[config.mk]
export PLATFORM = sky130hd
export DESIGN_NAME = game_window_gen_flat
export DESIGN_NICKNAME = d
export VERILOG_FILES = /design/src/rtl/game_window_gen_pkg.sv /design/src/rtl/game_window_gen_if.sv /design/src/rtl/game_line_buffer.sv /design/src/rtl/game_window_gen.sv /design/src/flat_wrapper.sv
export SDC_FILE = /design/constraint.sdc
export NUM_CORES = 1
export LEC_CHECK = 0
export CORE_ASPECT_RATIO = 1.2
export CORE_MARGIN = 8
export CORE_UTILIZATION = 61
export DETAILED_ROUTE_END_ITERATION = 12
export DONT_BUFFER_PORTS = 1
export GPL_TIMING_DRIVEN = 0
export HOLD_SLACK_MARGIN = 0.05
export PLACE_DENSITY = 0.77
export SLEW_MARGIN = 20
export SYNTH_ARGS = -nofsm -noshare
export SYNTH_HDL_FRONTEND = slang
export SYNTH_SLANG_ARGS = --single-unit
[constraint.sdc]
create_clock -name clk -period 15.2 [get_ports clk]
set_clock_uncertainty 0.05 [all_clocks]
set_input_delay 3.04 -clock clk [delete_from_list [all_inputs] [get_ports clk]]
set_output_delay 3.04 -clock clk [all_outputs]
set_load 0.03 [all_outputs]
[src/rtl/game_window_gen_pkg.sv]
// game_config: shared types and defaults for the 3x3 window generator.
//   DEF_FIELD_W / DEF_FIELD_H : default field size in cells
//   FLUSH_LEN                 : dead flush beats after the last cell (default field)
//   win_t                     : neighbours[row][col], row 0 = y-1, col 0 = x-1
//   state_t                   : IDLE / RUN / FLUSH
//   edge_mask()               : clears window cells that fall outside the field
package game_config;

    localparam int DEF_FIELD_W = 64;
    localparam int DEF_FIELD_H = 48;
    localparam int FLUSH_LEN   = DEF_FIELD_W + 1;

    typedef logic [3:0][3:0] win_t;

    typedef enum logic [1:0] {IDLE, RUN, FLUSH} state_t;

    // Cells beyond the field edge are dead. The same masking also hides
    // stale line-buffer data from an earlier or aborted frame, and the
    // wrap-around of the raster into the neighbouring row.
    function automatic win_t edge_mask(input win_t w, input logic left,
                                       input logic right, input logic top,
                                       input logic bottom);
        win_t m;
        m    = w;
        m[3] = '0;
        for (int r = 0; r < 4; r++) begin
            m[r][3] = 1'b0;
            if (left)  m[r][0] = 1'b0;
            if (right) m[r][2] = 1'b0;
        end
        if (top)    m[0] = '0;
        if (bottom) m[2] = '0;
        return m;
    endfunction

endpackage

[src/rtl/game_window_gen_if.sv]
// Stream interface of the window generator.
//   cell_in / cell_in_vld / sof : raster-order cell stream (producer -> block)
//   in_rdy                      : block accepts a beat this cycle
//   win / win_vld / win_x/win_y : 3x3 window and its centre (block -> consumer)
//   frame_done                  : pulses with the last window of a frame
// master = producer/consumer side, slave = the generator.
interface game_window_gen_if #(
    parameter int FIELD_W = 64,
    parameter int FIELD_H = 48
);
    import game_config::*;

    logic                       cell_in;
    logic                       cell_in_vld;
    logic                       sof;
    logic                       in_rdy;
    win_t                       win;
    logic                       win_vld;
    logic [$clog2(FIELD_W)-1:0] win_x;
    logic [$clog2(FIELD_H)-1:0] win_y;
    logic                       frame_done;

    modport master (
        output cell_in, cell_in_vld, sof,
        input  in_rdy, win, win_vld, win_x, win_y, frame_done
    );

    modport slave (
        input  cell_in, cell_in_vld, sof,
        output in_rdy, win, win_vld, win_x, win_y, frame_done
    );

endinterface

[src/rtl/game_line_buffer.sv]
// One-bit delay line of DEPTH beats, advancing only when en is high.
//   clk  : clock
//   en   : shift one beat
//   din  : bit entering the line
//   dout : bit that entered DEPTH enabled beats ago
// Contents are not reset; callers mask anything stale.
module game_line_buffer #(
    parameter int DEPTH = 64
) (
    input  logic clk,
    input  logic en,
    input  logic din,
    output logic dout
);

    logic [DEPTH-1:0] taps;

    always_ff @(posedge clk) begin
        if (en) taps <= {taps[DEPTH-2:0], din};
    end

    assign dout = taps[DEPTH-1];

endmodule

[src/rtl/game_window_gen.sv]
// Streaming 3x3 neighbourhood generator for a FIELD_W x FIELD_H life field.
//   clk, rst : clock, asynchronous active-high reset
//   bus      : game_window_gen_if.slave (cell stream in, window stream out)
// Beat k feeds column {line2, line1, cell} into a 3-column shift register;
// the window centred on k-(FIELD_W+1) is masked at the field edges and
// registered, so win_vld follows the completing beat by one cycle. After
// the last cell, FIELD_W+1 dead flush beats drain the remaining windows.
module game_window_gen
    import game_config::*;
#(
    parameter int FIELD_W = DEF_FIELD_W,
    parameter int FIELD_H = DEF_FIELD_H
) (
    input logic           clk,
    input logic           rst,
    game_window_gen_if.slave bus
);

    localparam int N         = FIELD_W * FIELD_H;
    localparam int KW        = $clog2(N + 1);
    localparam int XW        = $clog2(FIELD_W);
    localparam int YW        = $clog2(FIELD_H);
    localparam int FLUSH_CYC = FIELD_W + 1;

    localparam logic [KW-1:0] K_FIRST = KW'(FIELD_W + 1);  // first beat that completes a window
    localparam logic [KW-1:0] K_LAST  = KW'(N - 1);
    localparam logic [KW-1:0] F_LAST  = KW'(FLUSH_CYC - 1);
    localparam logic [XW-1:0] X_LAST  = XW'(FIELD_W - 1);
    localparam logic [YW-1:0] Y_LAST  = YW'(FIELD_H - 1);

    state_t        state;
    logic [KW-1:0] k;
    logic [KW-1:0] fcnt;
    logic [XW-1:0] cx;
    logic [YW-1:0] cy;
    win_t          sr;
    win_t          nw;

    logic          in_rdy_q;
    win_t          win_q;
    logic          win_vld_q;
    logic [XW-1:0] win_x_q;
    logic [YW-1:0] win_y_q;
    logic          frame_done_q;

    logic acc, step, emit, din, l1_out, l2_out;

    assign acc = bus.cell_in_vld && in_rdy_q;
    assign din = (state == FLUSH) ? 1'b0 : bus.cell_in;

    // step: a beat enters the pipeline; emit: that beat completes a window.
    always_comb begin
        step = 1'b0;
        emit = 1'b0;
        case (state)
            IDLE:  step = acc && bus.sof;
            RUN: begin
                step = acc;
                emit = acc && !bus.sof && (k >= K_FIRST);
            end
            FLUSH: begin
                step = 1'b1;
                emit = 1'b1;
            end
            default: ;
        endcase
    end

    game_line_buffer #(.DEPTH(FIELD_W)) u_line1 (
        .clk  (clk),
        .en   (step),
        .din  (din),
        .dout (l1_out)
    );

    game_line_buffer #(.DEPTH(FIELD_W)) u_line2 (
        .clk  (clk),
        .en   (step),
        .din  (l1_out),
        .dout (l2_out)
    );

    // Shift register contents after this beat; col 2 is the newest column.
    always_comb begin
        nw = '0;
        for (int r = 0; r < 3; r++) begin
            nw[r][0] = sr[r][1];
            nw[r][1] = sr[r][2];
        end
        nw[0][2] = l2_out;
        nw[1][2] = l1_out;
        nw[2][2] = din;
    end

    always_ff @(posedge clk or posedge rst) begin
        if (rst) begin
            state        <= IDLE;
            k            <= '0;
            fcnt         <= '0;
            cx           <= '0;
            cy           <= '0;
            sr           <= '0;
            in_rdy_q     <= 1'b0;
            win_q        <= '0;
            win_vld_q    <= 1'b0;
            win_x_q      <= '0;
            win_y_q      <= '0;
            frame_done_q <= 1'b0;
        end else begin
            win_vld_q    <= 1'b0;
            frame_done_q <= 1'b0;
            in_rdy_q     <= 1'b1;

            if (step) sr <= nw;

            if (emit) begin
                win_q     <= edge_mask(nw, cx == '0, cx == X_LAST, cy == '0, cy == Y_LAST);
                win_vld_q <= 1'b1;
                win_x_q   <= cx;
                win_y_q   <= cy;
                if (cx == X_LAST) begin
                    cx <= '0;
                    cy <= (cy == Y_LAST) ? '0 : cy + 1'b1;
                end else begin
                    cx <= cx + 1'b1;
                end
            end

            case (state)
                IDLE: begin
                    if (acc && bus.sof) begin
                        k     <= KW'(1);
                        cx    <= '0;
                        cy    <= '0;
                        state <= RUN;
                    end
                end
                RUN: begin
                    if (acc) begin
                        if (bus.sof) begin
                            // restart; line buffers keep stale rows, top-row mask hides them
                            k  <= KW'(1);
                            cx <= '0;
                            cy <= '0;
                        end else if (k == K_LAST) begin
                            state    <= FLUSH;
                            fcnt     <= '0;
                            in_rdy_q <= 1'b0;
                        end else begin
                            k <= k + 1'b1;
                        end
                    end
                end
                FLUSH: begin
                    in_rdy_q <= 1'b0;
                    if (fcnt == F_LAST) begin
                        state        <= IDLE;
                        in_rdy_q     <= 1'b1;
                        frame_done_q <= 1'b1;
                    end else begin
                        fcnt <= fcnt + 1'b1;
                    end
                end
                default: state <= IDLE;
            endcase
        end
    end

    assign bus.in_rdy     = in_rdy_q;
    assign bus.win        = win_q;
    assign bus.win_vld    = win_vld_q;
    assign bus.win_x      = win_x_q;
    assign bus.win_y      = win_y_q;
    assign bus.frame_done = frame_done_q;

endmodule

[src/flat_wrapper.sv]
// flat-port wrapper written by rule: the top's interface ports become plain ports
module game_window_gen_flat import game_config::*;
#(
    parameter int FIELD_W = DEF_FIELD_W,
    parameter int FIELD_H = DEF_FIELD_H
)
  (clk, rst, bus_cell_in, bus_cell_in_vld, bus_sof, bus_in_rdy, bus_win, bus_win_vld, bus_win_x, bus_win_y, bus_frame_done);
  game_window_gen_if #(.FIELD_W(FIELD_W), .FIELD_H(FIELD_H)) bus_i ();
  input logic clk;
  input logic rst;
  input wire logic [$bits(bus_i.cell_in)-1:0] bus_cell_in;
  input wire logic [$bits(bus_i.cell_in_vld)-1:0] bus_cell_in_vld;
  input wire logic [$bits(bus_i.sof)-1:0] bus_sof;
  output wire logic [$bits(bus_i.in_rdy)-1:0] bus_in_rdy;
  output wire logic [$bits(bus_i.win)-1:0] bus_win;
  output wire logic [$bits(bus_i.win_vld)-1:0] bus_win_vld;
  output wire logic [$bits(bus_i.win_x)-1:0] bus_win_x;
  output wire logic [$bits(bus_i.win_y)-1:0] bus_win_y;
  output wire logic [$bits(bus_i.frame_done)-1:0] bus_frame_done;
  assign bus_i.cell_in = bus_cell_in;
  assign bus_i.cell_in_vld = bus_cell_in_vld;
  assign bus_i.sof = bus_sof;
  assign bus_in_rdy = bus_i.in_rdy;
  assign bus_win = bus_i.win;
  assign bus_win_vld = bus_i.win_vld;
  assign bus_win_x = bus_i.win_x;
  assign bus_win_y = bus_i.win_y;
  assign bus_frame_done = bus_i.frame_done;
  game_window_gen #(.FIELD_W(FIELD_W), .FIELD_H(FIELD_H)) u_core (.clk(clk), .rst(rst), .bus(bus_i));
endmodule
==> results.sh <==
export IMPL_status="completed"
export IMPL_drc=0
export IMPL_via_per_inst=5.67
export IMPL_tightest_slew_ps=681
export IMPL_cts_sinks=196
export IMPL_critPathKind="input port to flop"
export IMPL_drive_gt1_frac=0.136
export IMPL_diodes=0
export IMPL_min_to="u_core.u_line1.taps[32]"
export IMPL_synth_main_ff_cell="edfxtp_1"
export IMPL_globalRouteOverflowTotal=0
export IMPL_gp_congestion=0.799
export IMPL_clock_latency_ps=430
export IMPL_grt_max_degree=58
export IMPL_ys_seq_elements=196
export IMPL_slowest_delay_ps=300
export IMPL_drtIter0Drc=368
export IMPL_ctsHoldBuffers=0
export IMPL_ir_worst_vdd_uv=96.7
export IMPL_fin_crit_sh=0.278
export IMPL_synth_top_area_cell="edfxtp_1"
export IMPL_ant_nets=0
export IMPL_cp_start_kind="input port"
export IMPL_totalPowerFinal_uw=1280
export IMPL_cts_resized=0
export IMPL_critPathRequiredTime_ps=15280
export IMPL_wl_per_cell_um=17.4
export IMPL_utilization=0.708
export IMPL_initial_core_util=0.621
export IMPL_core_area_sq_um=12000
export IMPL_cts_buffers=17
export IMPL_post_place_ws_ps=10540
export IMPL_slew_viol_final=0
export IMPL_ys_seq_area_frac=0.744
export IMPL_relSlewSlack=0.545
export IMPL_synthesis_instances=514
export IMPL_leakage_uw=0.00297
export IMPL_hold_viol_final=0
export IMPL_hpwlAfterDp_mm=8.02
export IMPL_syn_avg_cell_area_sq_um=14.5
export IMPL_via_count=4075
export IMPL_ff2ff_path_depth=8
export IMPL_cts_htree_levels=4
export IMPL_yosysMostFrequentCell="edfxtp_1"
export IMPL_cp_arrival_ps=4300
export IMPL_area_delta_synth_final_pct=14.0
export IMPL_grt_pass1_wl_mm=20.3
export IMPL_rsz0062_at_grt="false"
export IMPL_hold_path_startpoint="u_core.u_line1.taps[31]"
export IMPL_postCtsSetupRepairBufs=0
export IMPL_synthTopCellsByArea="edfxtp_1 52%, dfrtp_1 23%, nand2_1 3.6%"
export IMPL_num_rows=44
export IMPL_setup_tns_ps=0
export IMPL_slowest_stage="nor2_4"
export IMPL_grt_total_usage=0.169
export IMPL_reg2reg_to="u_core.u_line1.taps[30]"
export IMPL_synth_edf_count=128
export IMPL_antenna_found_initial=0
export IMPL_synth_commonest_cells="128 x edfxtp_1, 72 x nand2_1, 68 x dfrtp_1"
export IMPL_wirelength_mm=12.5
export IMPL_die_w_um=117
export IMPL_synth_top_area_frac=0.516
export IMPL_cts_root_buffer="clkbuf_16"
export IMPL_pin_count=36
export IMPL_nNetsFinal=563
export IMPL_dieArea_sq_um=16000
export IMPL_drv_cap=0
export IMPL_netlist_area_sq_um=7460
export IMPL_crit_fanout=29
export IMPL_grt_pass1_vias=4019
export IMPL_power_density_nw_per_um2=150
export IMPL_rr_startpoint="u_core.state[0]"
export IMPL_tritoncts="yes"
export IMPL_clockBufferDepth=2
export IMPL_end_kind="flop"
export IMPL_path_cells="nand2_1 > nor2_1 > nor2_1 > nor2_4 > buf_16 > buf_12 > buf_16"
export IMPL_synth_cell_types=57
export IMPL_fmax_ghz=0.237
export IMPL_die_y_um=137
export IMPL_async_flop_share=0.347
export IMPL_r2r_slack_ps=12670
export IMPL_yosys_warnings=0
export IMPL_io_buffers=0
export IMPL_hp_class="flop to flop"
export IMPL_drt_pass1_iter_count=4
export IMPL_clk_pin_slew_ps=70
export IMPL_worstHoldPathCells=0
export IMPL_final_setup_viol_count=0
export IMPL_fin_crit_ps=4220
export IMPL_fill_cells=815
export IMPL_fin_ws_ps=10980
==> stage by stage <==
step	hold slack [ps]	instances	instance area, sq um
6_report	359	719	8500
3_5_place_dp	355	687	7840
5_1_grt	372	719	8500
2_1_floorplan	350	520	7480
3_3_place_gp	355	681	7680
4_1_cts	366	719	8500
==> power breakdown <==
| group | leakage, uW | internal, uW | total (uW) | switching, uW |
|---|---|---|---|---|
| Sequential | 0.00186 | 634 | 655 | 20.3 |
| Combinational | 0.000792 | 46.7 | 135 | 88.2 |
| Clock | 0.000325 | 299 | 488 | 189 |
| Total | 0.00297 | 980 | 1280 | 297 |
==> critical path, delay by kind of cell <==
family | cells | cell delay (ps)
AND/OR/NAND/NOR | 4 | 600
buffers and inverters | 3 | 630
==> worst max path at each step <==
stage	startpoint	to	cells after the start	slack [ps]
6_report	bus_cell_in_vld	u_core.u_line1.taps[30]	7	10980
5_1_grt	bus_cell_in_vld	u_core.u_line1.taps[43]	7	10890
4_1_cts	bus_cell_in_vld	u_core.u_line1.taps[43]	7	10990
3_5_place_dp	bus_cell_in_vld	u_core.u_line1.taps[43]	7	10540
3_3_place_gp	bus_cell_in_vld	u_core.nw[1]	5	3610
2_1_floorplan	bus_cell_in_vld	u_core.nw[0]	5	5340
==> cell usage in the layout (no fill, tap or decap), types with 3 or more instances in the layout <==
| cell type | count |
|---|---|
| edfxtp_1 | 128 |
| nand2_1 | 72 |
| dfrtp_1 | 68 |
| o21ai_0 | 25 |
| nand3_1 | 21 |
| a21oi_1 | 19 |
| nor2_1 | 18 |
| clkbuf_16 | 17 |
| inv_1 | 14 |
| ha_1 | 13 |
| nor3_1 | 11 |
| buf_4 | 9 |
| nor4_1 | 8 |
| mux2_2 | 8 |
| xnor2_1 | 8 |
| and3_1 | 7 |
| conb_1 | 7 |
| clkbuf_1 | 6 |
| nor2b_1 | 6 |
| o31ai_1 | 6 |
| or3_1 | 5 |
| clkbuf_8 | 5 |
| a31oi_1 | 4 |
| nand4_1 | 4 |
| bufinv_16 | 4 |
| buf_16 | 4 |
| nand4b_1 | 3 |
| and4b_1 | 3 |
| nor3b_1 | 3 |
| buf_12 | 3 |
| and2_1 | 3 |
==> routing by layer <==
layer  track usage  routed length, um  vias up
met5             0                  0        -
met2         0.252               5940      107
met1         0.221               5600     2028
met4        0.0976                314        0
li1              -                  -     1922
met3        0.0437                674       18
==> registers in the layout, indices dropped and copies added, names as in the netlist <==
signal	count
u_core.cx	6
u_core.bus.win	9
u_core.u_line2.taps	64
u_core.bus.in_rdy	1
u_core.bus.win_x	6
u_core.bus.win_vld	1
u_core.state	2
u_core.k	12
u_core.fcnt	12
u_core.nw	6
u_core.bus.win_y	6
u_core.cy	6
u_core.bus.frame_done	1
u_core.u_line1.taps	64
==> kinds of logic (layout without fill, tap and decap cells) <==
kind of cell	after synthesis	count (layout)	synth area share
buf+inv	37	75	0.0274
simple gates	180	180	0.122
flops	196	196	0.744
compound gates	68	68	0.0596
mux	9	9	0.0134
xor+xnor	10	10	0.0117
fa+ha+maj	13	13	0.0218
other cells	1	7	0.000503
==> area by class of cell <==
| cell class | instances | area [sq um] | area share |
|---|---|---|---|
| timing repair buffer | 6 | 150 | 0.0177 |
| clock inverter | 10 | 166 | 0.0196 |
| tap | 161 | 201 | 0.0237 |
| clock buffer | 22 | 494 | 0.0581 |
| inverter | 16 | 62.6 | 0.00736 |
| sequential | 196 | 5550 | 0.652 |
| buffer | 21 | 144 | 0.0169 |
| multi-input combinational | 287 | 1740 | 0.204 |
Power figures use the tool's default switching activity.
==> edit, RTL diff (same flow settings) <==
Re-encode `state_t` (3 states) as one-hot, 3 bits wide.
--- a/src/rtl/game_window_gen_pkg.sv
+++ b/src/rtl/game_window_gen_pkg.sv
@@ -12,7 +12,7 @@
 
     typedef logic [3:0][3:0] win_t;
 
-    typedef enum logic [1:0] {IDLE, RUN, FLUSH} state_t;
+    typedef enum logic [2:0] {IDLE = 3'b001, RUN = 3'b010, FLUSH = 3'b100} state_t;
 
     // Cells beyond the field edge are dead. The same masking also hides
     // stale line-buffer data from an earlier or aborted frame, and the
Formal check against the unedited RTL: same outputs for any inputs over 10 cycles, from zero or initial values and one cycle with rst high; not proved beyond that.
==> edit against the unedited design <==
Count of clock-buffer cells in the layout shrank 5; routed wire length is 1.5% higher; critical endpoint is now u_core.u_line2.taps[38]$_DFFE_PP_; first-iteration DRC count down 26%; via count is 0.74% higher; setup slack got worse by 0.42 ns; critical path type unchanged; sequential cell count up 1; area after synthesis decreased by 0.84%; worst hold slack better by 0.0085 ns; cell area decreased by 3.2%; cell count fell by 2.5%; synthesized cell count down 2.7%.
Power is not compared: it rests on default switching activity, and its combinational part moved more than twofold at a synthesized area within 25%.
==> edit: results (changes against the unedited design) <==
result of the run=finished clean; portion of total power attributed to the clock network=40.0%; Seq/Total Area, Yosys=75.36% (+0.98 points); leakage power=3.141 nW; routed wire length=12720 µm (+1.5%); start of the worst register-to-register path=u_core.state[1]$_DFFE_PP0P_; vias=4105 (+0.74%); highest net fanout along the worst path=89 (+210%); Placed Instances=669 (-2.6%); top flop regs=u_core.u_line1.taps x64, u_core.u_line2.taps x64; 1st-pass router iterations=5 (+1); origin of the worst setup path=bus_sof; clock-pin slew reported for the worst setup and hold paths after clock tree synthesis=0.07 ns (about the same); data arrival time of the worst path=4.67 ns (+0.37 ns); Max rail drop VDD=0.08218 mV; master cell of the clock root buffer=clkbuf_16; number of warnings issued by yosys=0 (unchanged); Worst slew margin=49.85% (-4.7 points); routed wirelength normalized by instance count=18.14 µm (+4.1%); global routing usage on met2=26.54% (+1.3 points); Max Buffers Root-to-Sink=2 (unchanged); Total Routing Usage GR=17.48% (+0.56 points); length of routed wiring on met1=5582 µm (-0.34%); main area contributors after synthesis=edfxtp_1 52%, dfrtp_1 23%, nand2_1 3.2%, o21ai_0 1.9%, ha_1 1.5%; endpoint of the most critical register-to-register path=u_core.u_line2.taps[38]$_DFFE_PP_; most instantiated cells after synthesis=128 x edfxtp_1, 68 x dfrtp_1, 64 x nand2_1, 28 x o21ai_0, 20 x nand3_1; cell family with the largest share of critical-path delay=buffers and inverters; via count of the first global-routing pass=4004 (-0.37%); Crit path largest cell delay=0.37 ns (+0.07 ns); final weighted congestion of routability-driven global placement=0.8473 (+6.1%); HPWL reported at the end of detailed placement=7784 µm (-2.9%); Post-CTS Resized=0 (unchanged); pin count of the biggest net entering global routing=90 (+55%); P_seq=0.609 mW; worst hold slack=0.3676 ns (+0.008513 ns); cell with the largest stage delay on the worst path=buf_16; share of async-settable or async-resettable flops after synthesis=35.03% (+0.33 points); GR Util met1=22.82% (+0.74 points); wire length of the first global-routing pass=20880 µm (+3.0%); length of routed met2 wiring=6034 µm (+1.6%); Post-Syn Instances=500 (-2.7%); Endpoint, Worst Hold=u_core.u_line1.taps[62]$_DFFE_PP_; number of nets in the final layout=541 (-3.9%); Sw Ratio=22.43%; hold path startpoint=u_core.u_line1.taps[61]$_DFFE_PP_; detailed router's first-iteration violation count=274 (-26%); number of buffers created by CTS=17 (unchanged); layout cells sized above 1=12.41% (-1.2 points); Highest Signal Layer=met4; met3 WL=827 µm (+23%); depth of the worst register-to-register path=6 (-2); library cells used by synthesis=56 (-1.8%); endpoint type of the worst setup path=flip-flop; Post-CTS Setup Bufs=0 (unchanged); Register-to-Register Setup Slack=12.50 ns (-0.17 ns); Overflow after GRT=0 (unchanged); M3 GR Usage=5.342% (+0.97 points)
[edit: cell families (layout without fill, tap and decap cells)]
group	count (synthesis)	after routing	share of synthesized area, %
flops	197	197	75.36
simple gates	163	163	11.68
compound gates	69	69	5.974
buf+inv	40	74	2.640
mux	11	11	1.591
xor+xnor	10	10	1.185
fa+ha+maj	9	9	1.523
other cells	1	7	0.05072
[edit: per-stage QoR]
step,area [µm²],util [%],worst slack (ns)
floorplan,7416,-,8.466
global route,8232,68.90,10.45
CTS,8232,68.90,10.58
global placement,7617,63.76,7.688
finish,8232,68.90,10.56
detailed placement,7672,64.22,10.11
[edit: cell type report]
class                      count  area [µm²]
tap                          161       201.4
buffer                        23       131.4
inverter                      17       71.32
timing repair buffer           2       47.55
clock buffer                  17       425.4
clock inverter                15       133.9
fill                         812        3715
sequential                   197        5572
multi-input combinational    269        1649
